--- src/rtl/seq_mult_nbit_pkg.sv ---
// -----------------------------------------------------------------------------
// seq_mult_nbit_pkg
// Shared definitions for the iterative shift-add multiplier.
//   DEF_WIDTH : default operand width of seq_mult_nbit
//   state_e   : 2-bit FSM encoding (IDLE=0, CALC=1, DONE=2)
// No ports; imported by seq_mult_nbit and its testbench.
// -----------------------------------------------------------------------------
package seq_mult_nbit_pkg;

  localparam int DEF_WIDTH = 8;

  typedef enum logic [1:0] {
    S_IDLE = 2'd0,
    S_CALC = 2'd1,
    S_DONE = 2'd2
  } state_e;

endpackage

--- src/rtl/seq_mult_nbit_addsub.sv ---
// -----------------------------------------------------------------------------
// addsub_nbit
// W-bit adder/subtractor used for the multiplier accumulator update.
// Subtraction is formed as a + ~b + 1 so a single adder serves both modes.
// Ports:
//   a_i   in  W  first operand (accumulator)
//   b_i   in  W  second operand (partial product)
//   sub_i in  1  1 = a - b, 0 = a + b
//   sum_o out W  result, modulo 2^W
// -----------------------------------------------------------------------------
module addsub_nbit #(
  parameter int W = 16
) (
  input  logic [W-1:0] a_i,
  input  logic [W-1:0] b_i,
  input  logic         sub_i,
  output logic [W-1:0] sum_o
);

  logic [W-1:0] b_x;

  // Conditional one's complement; the +1 arrives as the carry-in term.
  assign b_x   = b_i ^ {W{sub_i}};
  assign sum_o = a_i + b_x + W'(sub_i);

endmodule

--- src/rtl/seq_mult_nbit.sv ---
// -----------------------------------------------------------------------------
// seq_mult_nbit
// Iterative shift-add multiplier: WIDTH x WIDTH -> 2*WIDTH product, one
// partial product per clock, unsigned or two's-complement per operation.
// Valid/ready handshake on both sides; not pipelined (one op in flight).
// Ports:
//   clk        in   1        system clock, rising edge
//   rst        in   1        synchronous active-high reset
//   in_valid   in   1        op1/op2/is_signed valid
//   in_ready   out  1        accepting an operation (IDLE only)
//   op1        in   WIDTH    multiplicand
//   op2        in   WIDTH    multiplier
//   is_signed  in   1        1 = both operands two's complement
//   out_valid  out  1        P holds a completed product
//   out_ready  in   1        consumer takes P
//   P          out  2*WIDTH  product
//   busy       out  1        operation in CALC or DONE
// -----------------------------------------------------------------------------
module seq_mult_nbit
  import seq_mult_nbit_pkg::*;
#(
  parameter int WIDTH = DEF_WIDTH,
  parameter int CNT_W = $clog2(WIDTH) + 1
) (
  input  logic                 clk,
  input  logic                 rst,
  input  logic                 in_valid,
  output logic                 in_ready,
  input  logic [WIDTH-1:0]     op1,
  input  logic [WIDTH-1:0]     op2,
  input  logic                 is_signed,
  output logic                 out_valid,
  input  logic                 out_ready,
  output logic [2*WIDTH-1:0]   P,
  output logic                 busy
);

  localparam int PW = 2 * WIDTH;

  state_e            state_q, state_d;
  logic [CNT_W-1:0]  cnt_q, cnt_d;
  logic [PW-1:0]     mcand_q, mcand_d;
  logic [WIDTH-1:0]  mplier_q, mplier_d;
  logic              sgn_q, sgn_d;
  logic [PW-1:0]     acc_q, acc_d;
  logic [PW-1:0]     p_q, p_d;
  logic              ovld_q, ovld_d;

  logic              last_iter;
  logic              mbit;
  logic              sub;
  logic [PW-1:0]     pp;
  logic [PW-1:0]     sum;

  // Multiplicand is widened once at acceptance so every partial product
  // is a plain left shift of the stored value.
  function automatic logic [PW-1:0] extend(input logic [WIDTH-1:0] v,
                                           input logic             s);
    extend = {{WIDTH{s & v[WIDTH-1]}}, v};
  endfunction

  // Multiplier bit selected by the iteration counter.
  always_comb begin
    mbit = 1'b0;
    for (int i = 0; i < WIDTH; i++) begin
      if (cnt_q == CNT_W'(i)) mbit = mplier_q[i];
    end
  end

  assign last_iter = (cnt_q == CNT_W'(WIDTH - 1));
  assign pp        = mbit ? (mcand_q << cnt_q) : '0;
  // The multiplier sign bit carries weight -2^(W-1) in two's complement,
  // so its partial product is subtracted. Subtracting zero is harmless.
  assign sub       = sgn_q & last_iter;

  addsub_nbit #(.W(PW)) u_addsub (
    .a_i   (acc_q),
    .b_i   (pp),
    .sub_i (sub),
    .sum_o (sum)
  );

  always_comb begin
    state_d  = state_q;
    cnt_d    = cnt_q;
    mcand_d  = mcand_q;
    mplier_d = mplier_q;
    sgn_d    = sgn_q;
    acc_d    = acc_q;
    p_d      = p_q;
    ovld_d   = ovld_q;
    case (state_q)
      S_IDLE: begin
        if (in_valid) begin
          mcand_d  = extend(op1, is_signed);
          mplier_d = op2;
          sgn_d    = is_signed;
          acc_d    = '0;
          cnt_d    = '0;
          state_d  = S_CALC;
        end
      end
      S_CALC: begin
        acc_d = sum;
        cnt_d = cnt_q + CNT_W'(1);
        if (last_iter) begin
          p_d     = sum;
          ovld_d  = 1'b1;
          state_d = S_DONE;
        end
      end
      S_DONE: begin
        if (out_ready) begin
          ovld_d  = 1'b0;
          state_d = S_IDLE;
        end
      end
      default: begin
        ovld_d  = 1'b0;
        state_d = S_IDLE;
      end
    endcase
  end

  always_ff @(posedge clk) begin
    if (rst) begin
      state_q <= S_IDLE;
      cnt_q   <= '0;
      p_q     <= '0;
      ovld_q  <= 1'b0;
    end else begin
      state_q <= state_d;
      cnt_q   <= cnt_d;
      p_q     <= p_d;
      ovld_q  <= ovld_d;
    end
  end

  // Operand and accumulator registers are reloaded on every acceptance,
  // so they need no reset.
  always_ff @(posedge clk) begin
    mcand_q  <= mcand_d;
    mplier_q <= mplier_d;
    sgn_q    <= sgn_d;
    acc_q    <= acc_d;
  end

  assign in_ready  = (state_q == S_IDLE);
  assign busy      = (state_q == S_CALC) || (state_q == S_DONE);
  assign out_valid = ovld_q;
  assign P         = p_q;

endmodule

--- config.mk ---
export PLATFORM = sky130hd
export DESIGN_NAME = seq_mult_nbit
export DESIGN_NICKNAME = d
export VERILOG_FILES = /design/src/rtl/seq_mult_nbit_pkg.sv /design/src/rtl/seq_mult_nbit_addsub.sv /design/src/rtl/seq_mult_nbit.sv
export SDC_FILE = /design/constraint.sdc
export NUM_CORES = 1
export LEC_CHECK = 0
export CORE_MARGIN = 3
export CORE_UTILIZATION = 44
export DETAILED_ROUTE_END_ITERATION = 10
export HOLD_SLACK_MARGIN = 0.06
export PLACE_DENSITY = 0.7
export SYNTH_ARGS = -nofsm -noshare
export SYNTH_HDL_FRONTEND = slang
export SYNTH_SLANG_ARGS = --single-unit
--- constraint.sdc ---
create_clock -name clk -period 12.34 [get_ports clk]
set_input_delay 1.851 -clock clk [delete_from_list [all_inputs] [get_ports clk]]
set_output_delay 1.851 -clock clk [all_outputs]
set_load 0.01 [all_outputs]
# Word-level counts from Yosys, hierarchy flattened
# Cells that the tools add are included.
# totals
inputBits,21
out_inout_bits,19
n_memories,0
romBits,0
ff_bits,57
ramBits,0
latchBits,0
# classes
order_cmp,0
eq_ne,12
addsub,3
reduce_logical,9
n_shift,1
n_mul,0
div,0
bitwise_logic,4
n_mux,20
# op_table
op,count
$mux W16,2
$pmux W16 S2,1
$add A16 B1 Y16,1
$add A16 B16 Y16,1
$eq A4 B3 Y1 const B,4
$shl A16 B4 Y16,1
$xor A16 B16 Y16,1
$mux W1,10
$eq A4 B2 Y1 const B,2
$pmux W4 S2,1
$mux W2,3
$ne A2 B2 Y1 const B,3
$pmux W2 S3,1
$reduce_and A2 Y1,3
$reduce_and A3 Y1,2
$add A4 B1 Y4 const B,1
$eq A4 B1 Y1 const B,1
$logic_not A4 Y1,1
$mux W4,1
$pmux W1 S3,1
$and A1 B1 Y1,2
$eq A2 B1 Y1 const B,1
$eq A2 B2 Y1 const B,1
$logic_not A2 Y1,1
3 further kinds,3

# Longest topological paths before layout
# logic_depth
ltp_word,14
depth_mapped,20

# Modules after synthesis
# Synthesis repeated with hierarchy kept, for this count alone.
# hier_totals
hier_cells,382
area_unflattened_um2,3661.0
# by_module_without_submodules
module,n_inst,cells_each,area_per_inst_um2
seq_mult_nbit,1,267,2801.4
addsub_nbit,1,115,859.6

# Worst setup path after synthesis
# OpenSTA, ideal clock, no wires.
# synth_timing
kind,reg-to-reg
start,register cnt_q[1]
end,register acc_q[11] (data pin)
setup_ns,0.255
arrival_time_ns,3.691
path_slack_ns,8.395
path_stages_with_launch,20
t_required_ns,12.085
path_cell_list,dfxtp_1 buf_2 buf_2 inv_1 ha_1 a221oi_1 a21oi_1 a21oi_2 or2_1 buf_6 nor2_1 xnor2_1 ha_1 a2111oi_0 o21ai_1 a21bo_2 a21oi_2 o21ai_0 xor2_1 and2_1
# synth_via
elab_chain_cells,14
word_cells_on_any_way,23
cone_classes,2 x add/sub; 7 x eq/ne; 1 x shift; 10 x mux; 2 x bitwise; 1 x reduce/logical
# synth_rtl
element,line_no,rtl
from (decl),seq_mult_nbit.sv:41,"logic [CNT_W-1:0] cnt_q, cnt_d;"
from (signal assigned),seq_mult_nbit.sv:133,cnt_q <= cnt_d;
$logic_not A4 Y1,seq_mult_nbit.sv:66,if (cnt_q == CNT_W'(i)) mbit = mplier_q[i];
$mux W1 (8 in series),seq_mult_nbit.sv:66,
$mux W16,seq_mult_nbit.sv:71,assign pp = mbit ? (mcand_q << cnt_q) : '0;
$xor A16 B16 Y16,seq_mult_nbit_addsub.sv:23,assign b_x = b_i ^ {W{sub_i}};
$add A16 B16 Y16,seq_mult_nbit_addsub.sv:24,assign sum_o = a_i + b_x + W'(sub_i);
$add A16 B1 Y16 *,seq_mult_nbit_addsub.sv:24,
$pmux W16 S2 *,seq_mult_nbit.sv:92,case (state_q)
to (signal assigned),seq_mult_nbit.sv:145,acc_q <= acc_d;
to (decl),seq_mult_nbit.sv:45,"logic [PW-1:0] acc_q, acc_d;"
# Mark *: on every way between the ends. The rest lies on a longest branch, timed or not.
# A chain may end at the register's enable or synchronous reset.

# Final worst setup path
# layout_timing
start,register cnt_q[0]
end,register acc_q[11] (data pin)
# The elaborated chain is that of the path after synthesis.

==> results.md <==
- Status: finished clean
- Cts repair resizes: 0
- Post CTS Setup Buffer Count: 0
- CTS max path bufs: 2
- P_int: 0.000442 W
- Final Setup Violations: 0
- Leak: 1.60 nW
- Share of cells above drive strength 1: 0.0858
- Starting Density: 0.458
- Diodes inserted: 0
- Post-Synthesis Cells: 409
- Antenna Nets Post-Route: 0
- DR pass1 iterations: 5
- Worst Tran Pin Value: 1.02 ns
- Comb power frac: 0.379
- Slowest cell on the critical path: dfxtp_1
- Largest incremental delay on the critical path: 0.77 ns
- Post-synthesis sequential area ratio: 0.388
- H-tree depth: 3
- F_max: 208 MHz
- Synth async-reset ratio: 0
- TritonCTS Sinks: 57
- GRT Util Overall: 0.196
- Number of slew-limit violations in the final report: 0
- Final min period: 4.80 ns
- Syn Nets: 453
- Hpwl dp: 6670 µm
- CTS tree: done
- CTS hold repair buffers: 0
- Root Buffer: clkbuf_8
- Worst path cell trace: clkinv_1 -> ha_1 -> a221oi_1 -> a21oi_1 -> a21oi_2 -> or2_1 -> nor2_1 -> xnor2_1 -> ha_1 -> a2111oi_0 -> o21ai_1 -> a21bo_2 -> a21oi_2 -> o21ai_0 -> xor2_1 -> and2_1
- Dpl cell area: 4200 µm²
- Wire length per cell: 16.8 µm
- Clock skew: 0.00693 ns
- Vias per inst: 5.68
- Worst Path Required: 12.44 ns
- Initial antenna violation count: 0
- Peak supply drop: 78.4 µV
- Switching power: 0.000258 W
- Family with the most delay on the worst path: compound AO/OA/AOI/OAI gates
- Power Dens Cells: 159 nW/µm²
- Relative slew slack: 0.317
- Num rows: 33
- Final-report hold violation count: 0
- Detailed Route WL: 9180 µm
- Placer Congestion: 0.887
- Yosys warnings: 0
- Largest net degree at the start of global routing: 28
- Die Y: 99.2 µm
- Synth top area share: 0.267
- Core Footprint: 8340 µm²
- EDFF count, synth: 34
- Period utilization: 0.389
- Global-route wire length before repair: 15300 µm
- CP Class: reg2reg
- Clk_lat worst skew: 0.34 ns
- Final core area utilization: 0.529
- Clk pwr share: 0.259
- Commonest cells in the netlist: 47 x nor2_1, 34 x edfxtp_1, 33 x nand2_1
- Finished Cell Area: 4410 µm²
- Startpoint Class: register
- TritonCTS Buffers: 9
- Max Cap Viol: 0
- Number of synthesized register bits: 57
- Sequential share of power: 0.362
- Die W: 99.2 µm
- Buf/Inv on CP: 1
- # IOs: 40
- Setup TNS: 0 ns
- Critical Path AT: 4.90 ns
- Yosys cell types: 73
- Main flop type after synthesis: edfxtp_1
- Routed via count: 3112
- Critical path capture point type: register
- HP Class: reg2reg
- Nets: 482
- Vias in the first global route: 3077
- Final Power: 0.000700 W
- Drc violations: 0
- Remaining global-route overflow: 0
- Area contributors post-synth: edfxtp_1 27%, dfxtp_1 12%, ha_1 7.2%
- Die area: 9840 µm²
- CP max FO: 18
- Setup repair after global routing missed its margin: false
- Area growth, synth to finish: 15.5%
- Initial DRC count: 193
- Post-Syn Area: 3820 µm²
- Syn avg cell area: 9.34 µm²
- Number of buffers added on ports: 39
- Worst-path clk slew: 0.07 ns
- Switch share: 0.368
- Most frequent cell after synthesis: nor2_1
- Synth area leader: edfxtp_1
-- state kept, by name (all words and copies together), names as in the netlist --
register	cells
P	16
acc_q	16
mcand_q	9
mplier_q	8
cnt_q	4
state_q	2
out_valid	1
sgn_q	1
-- logic make-up after synthesis --
logic type | share of synthesized area
simple gates | 0.192
mux | 0.0347
fa+ha+maj | 0.0773
compound gates | 0.185
flops | 0.388
xor+xnor | 0.0668
buf+inv | 0.0560
-- cell usage in the layout (no fill, tap or decap), types with 5 or more instances in the layout --
cell type,n
a211oi_1,5
a21oi_1,32
and2_1,12
clkbuf_8,10
clkdlybuf4s50_1,39
dfxtp_1,23
edfxtp_1,34
ha_1,22
inv_1,13
mux2i_1,11
nand2_1,33
nand3_1,7
nand4_1,6
nor2_1,47
nor2b_1,5
nor3_1,11
o21a_1,5
o21ai_0,21
xnor2_1,22
-- final timing paths --
kind	from	endpoint	slack, ns	cells past startpoint
setup / recovery	cnt_q[0]	acc_q[11]	7.54	16
hold / removal	P[9]	P[9]	0.45	2
setup reg to reg	cnt_q[0]	acc_q[11]	7.54	16
hold reg to reg	P[9]	P[9]	0.45	2
-- layout make-up --
type                    count  area, µm²
well taps                 105        131
inverters                  16       60.1
clock inverters             3       18.8
repair buffers             41        405
multi-input cells         313       2130
flip-flops and latches     57       1480
clock buffers              13        191
fillers                   772       3930
-- power groups by stage --
stage          clock, W  sequential, W  combinational (W)
2_1_floorplan         0       0.000248           0.000201
3_3_place_gp          0       0.000256           0.000257
3_5_place_dp          0       0.000257           0.000259
4_1_cts        0.000184       0.000252           0.000262
5_1_grt        0.000193       0.000255           0.000298
6_report       0.000181       0.000253           0.000265
-- per-stage QoR --
step                      hold slack [ns]  instances  worst slack, ns
after detailed placement            0.441        532             7.61
after global routing                0.486        548             6.97
after global placement              0.445        532             7.80
final                               0.454        548             7.54
after CTS                           0.457        548             7.57
after floorplan                     0.471        409             8.39
-- tightest hold or removal path: cells and delay by family (launching register included) --
kind	cells	cell delay, ns
DFF	1	0.33
and+or+nand+nor	1	0.05
AOI/OAI and AO/OA	1	0.05
-- routing by layer --
layer  wire length [µm]  GRT usage  part of all wire
met4                121     0.0788             0.013
met1               4570      0.284              0.50
met2               4080      0.295              0.44
met5                  0          0                 0
met3                412     0.0273             0.045
(Power assumes the default switching activity.)
==> variant, RTL diff (same settings) <==
Change the package constant `DEF_WIDTH` from 8 to 16.
--- a/src/rtl/seq_mult_nbit_pkg.sv
+++ b/src/rtl/seq_mult_nbit_pkg.sv
@@ -8,5 +8,5 @@
 package seq_mult_nbit_pkg;
 
-  localparam int DEF_WIDTH = 8;
+  localparam int DEF_WIDTH = 16;
 
   typedef enum logic [1:0] {
Ports: changed (resized P, op1 and op2); port bits go from 40 to 72. The function was not compared with the original's and may differ.
==> variant against the unedited design <==
  * Area after synthesis is 92% higher
  * Sequential cell count up 49
  * Worst setup slack got worse by 1700 ps
  * Final cell count grew 100%
  * Clock skew grew 6.3 ps
  * Design area rose by 93%
  * Total power up 76%
  * Wire length is 110% higher
==> variant: results (changes against the unedited design) <==
* Synth cell types at 74 (was 73)
* EDFF count, synth at 66 (was 34)
* Gpl congestion at 0.9869 (was 0.8872)
* Nets@finish at 955 (was 482)
* Outcome: completed (unchanged)
* Top post-synthesis cells by area: edfxtp_1 (27%), dfxtp_1 (11%), ha_1 (7.0%) (was edfxtp_1 (27%), dfxtp_1 (12%), ha_1 (7.2%))
* Total vias in the final route at 6273 (was 3112)
* Max VDD drop at 0.07800 mV (was 0.07844 mV)
* HP Class: register to register (unchanged)
* Post-CTS Resized at 0 (unchanged)
* Compound-gate portion of the synthesized area at 0.1961 (was 0.1853)
* DP HPWL at 13740 µm (was 6666 µm)
* Leakage at 3.277 nW (was 1.598 nW)
* Vias in the first global route at 6000 (was 3077)
* Sequential-to-total area share from yosys stat at 0.3785 (was 0.3877)
* Adder-Cell Fraction of Synth Area at 0.07250 (was 0.07728)
* XOR/XNOR share of the synthesized area at 0.05718 (was 0.06680)
* Final TNS setup at 0 ps (unchanged)
* Leading area contributor after synthesis: edfxtp_1 (unchanged)
* Total nets after synthesis at 905 (was 453)
* Initial antenna violation count at 0 (unchanged)
* FMAX at 153.4 MHz (was 208.3 MHz)
* Violation count after the first detailed-route iteration at 598 (was 193)
* Crit path DAT at 6610 ps (was 4900 ps)
* Syn Inst Count at 826 (was 409)
* All-layer global routing usage at 0.2116 (was 0.1963)
* ANT cells at 0 (unchanged)
* Root Buffer: clkbuf_16 (was clkbuf_8)
* Top cells by count, synth: nand2_1 (97), a21oi_1 (75), nor2_1 (73), edfxtp_1 (66), ha_1 (41) (was nor2_1 (47), edfxtp_1 (34), nand2_1 (33), a21oi_1 (32), dfxtp_1 (23))
* Worst-Margin Slew at 997.2 ps (was 1021 ps)
* Worst-path clk slew at 70 ps (about the same)
* Clk_skew at 13.19 ps (was 6.928 ps)
* Worst-skew pair later-pin latency at 360 ps (was 340 ps)
* Largest net degree at the start of global routing at 41 (was 28)
* Async SR Flop Fraction at 0 (unchanged)
* I/O Buffers at 71 (was 39)
* H-tree depth at 3 (unchanged)
* TritonCTS buffer count at 9 (unchanged)
* First-pass GRT wire length at 30880 µm (was 15340 µm)
* Hold path cells at 2 (unchanged)
* Placed cells at 1081 (was 532)
* 1st-pass router iterations at 5 (unchanged)
* Post-synthesis mux area share at 0.06484 (was 0.03471)
* Share of cells above drive strength 1 at 0.05675 (was 0.08578)
* Crit Path Max Fanout at 25 (was 18)
* Wire per inst at 17.18 µm (was 16.75 µm)
* Clock buffer depth at 2 (unchanged)
* Worst reg-to-reg path cell count at 21 (was 16)
* Vias per inst at 5.718 (was 5.679)
* Yosys warnings at 0 (unchanged)
* Post-CTS setup buffer count at 0 (unchanged)
variant: metrics by stage:
stage	power (mW)	hold slack [ps]	util	setup slack, ps	area [µm²]
after floorplan	0.8358	453.0	-	6750	7352
after global placement	0.9602	443.9	0.5117	6112	8247
after detailed placement	0.9609	450.6	0.5117	5935	8247
after CTS	1.235	464.1	0.5283	5895	8514
after global routing	1.317	477.3	0.5283	5291	8514
final	1.233	458.1	0.5283	5821	8514
variant: worst max-delay path, stage by stage, from the launching register on:
cell and delay, ps:
dfxtp_1 980, inv_2 230, ha_1 380, nor2b_1 170, o311ai_1 220, nand2_1 100, nor4_2 570, or2_1 420
nand2_2 170, nor2_1 190, nand2_1 100, xor2_1 160, ha_1 360, nor2b_1 160, o31a_1 270, o41a_1 390
o211a_1 250, o211ai_1 390, nand3_1 170, a21oi_1 300, nand3_1 110, nor3b_1 140
variant: report_power, final:
| group | internal, mW | switching, mW | leakage (nW) |
|---|---|---|---|
| Combinational | 0.194 | 0.304 | 2.17 |
| Sequential | 0.439 | 0.0277 | 0.978 |
| Clock | 0.143 | 0.126 | 0.131 |
variant: layout make-up:
class	count	area, µm²
Clock buffer	14	254.0
Clock inverter	2	13.76
Tap cell	216	270.3
Fill cell	1521	7601
Multi-Input combinational cell	643	4273
Sequential cell	106	2783
Inverter	34	127.6
Timing Repair Buffer	82	793.3
variant: worst paths after layout:
kind         startpoint        end  slack (ps)
max            cnt_q[0]  acc_q[28]        5820
min                P[7]       P[7]         460
max reg2reg    cnt_q[0]  acc_q[28]        5820
min reg2reg        P[7]       P[7]         460
variant: routing by layer:
layer,part of all wire,global-route usage
met1,0.50,0.3130
met2,0.43,0.3202
met4,0.017,0.07111
met5,0,0
met3,0.053,0.02786
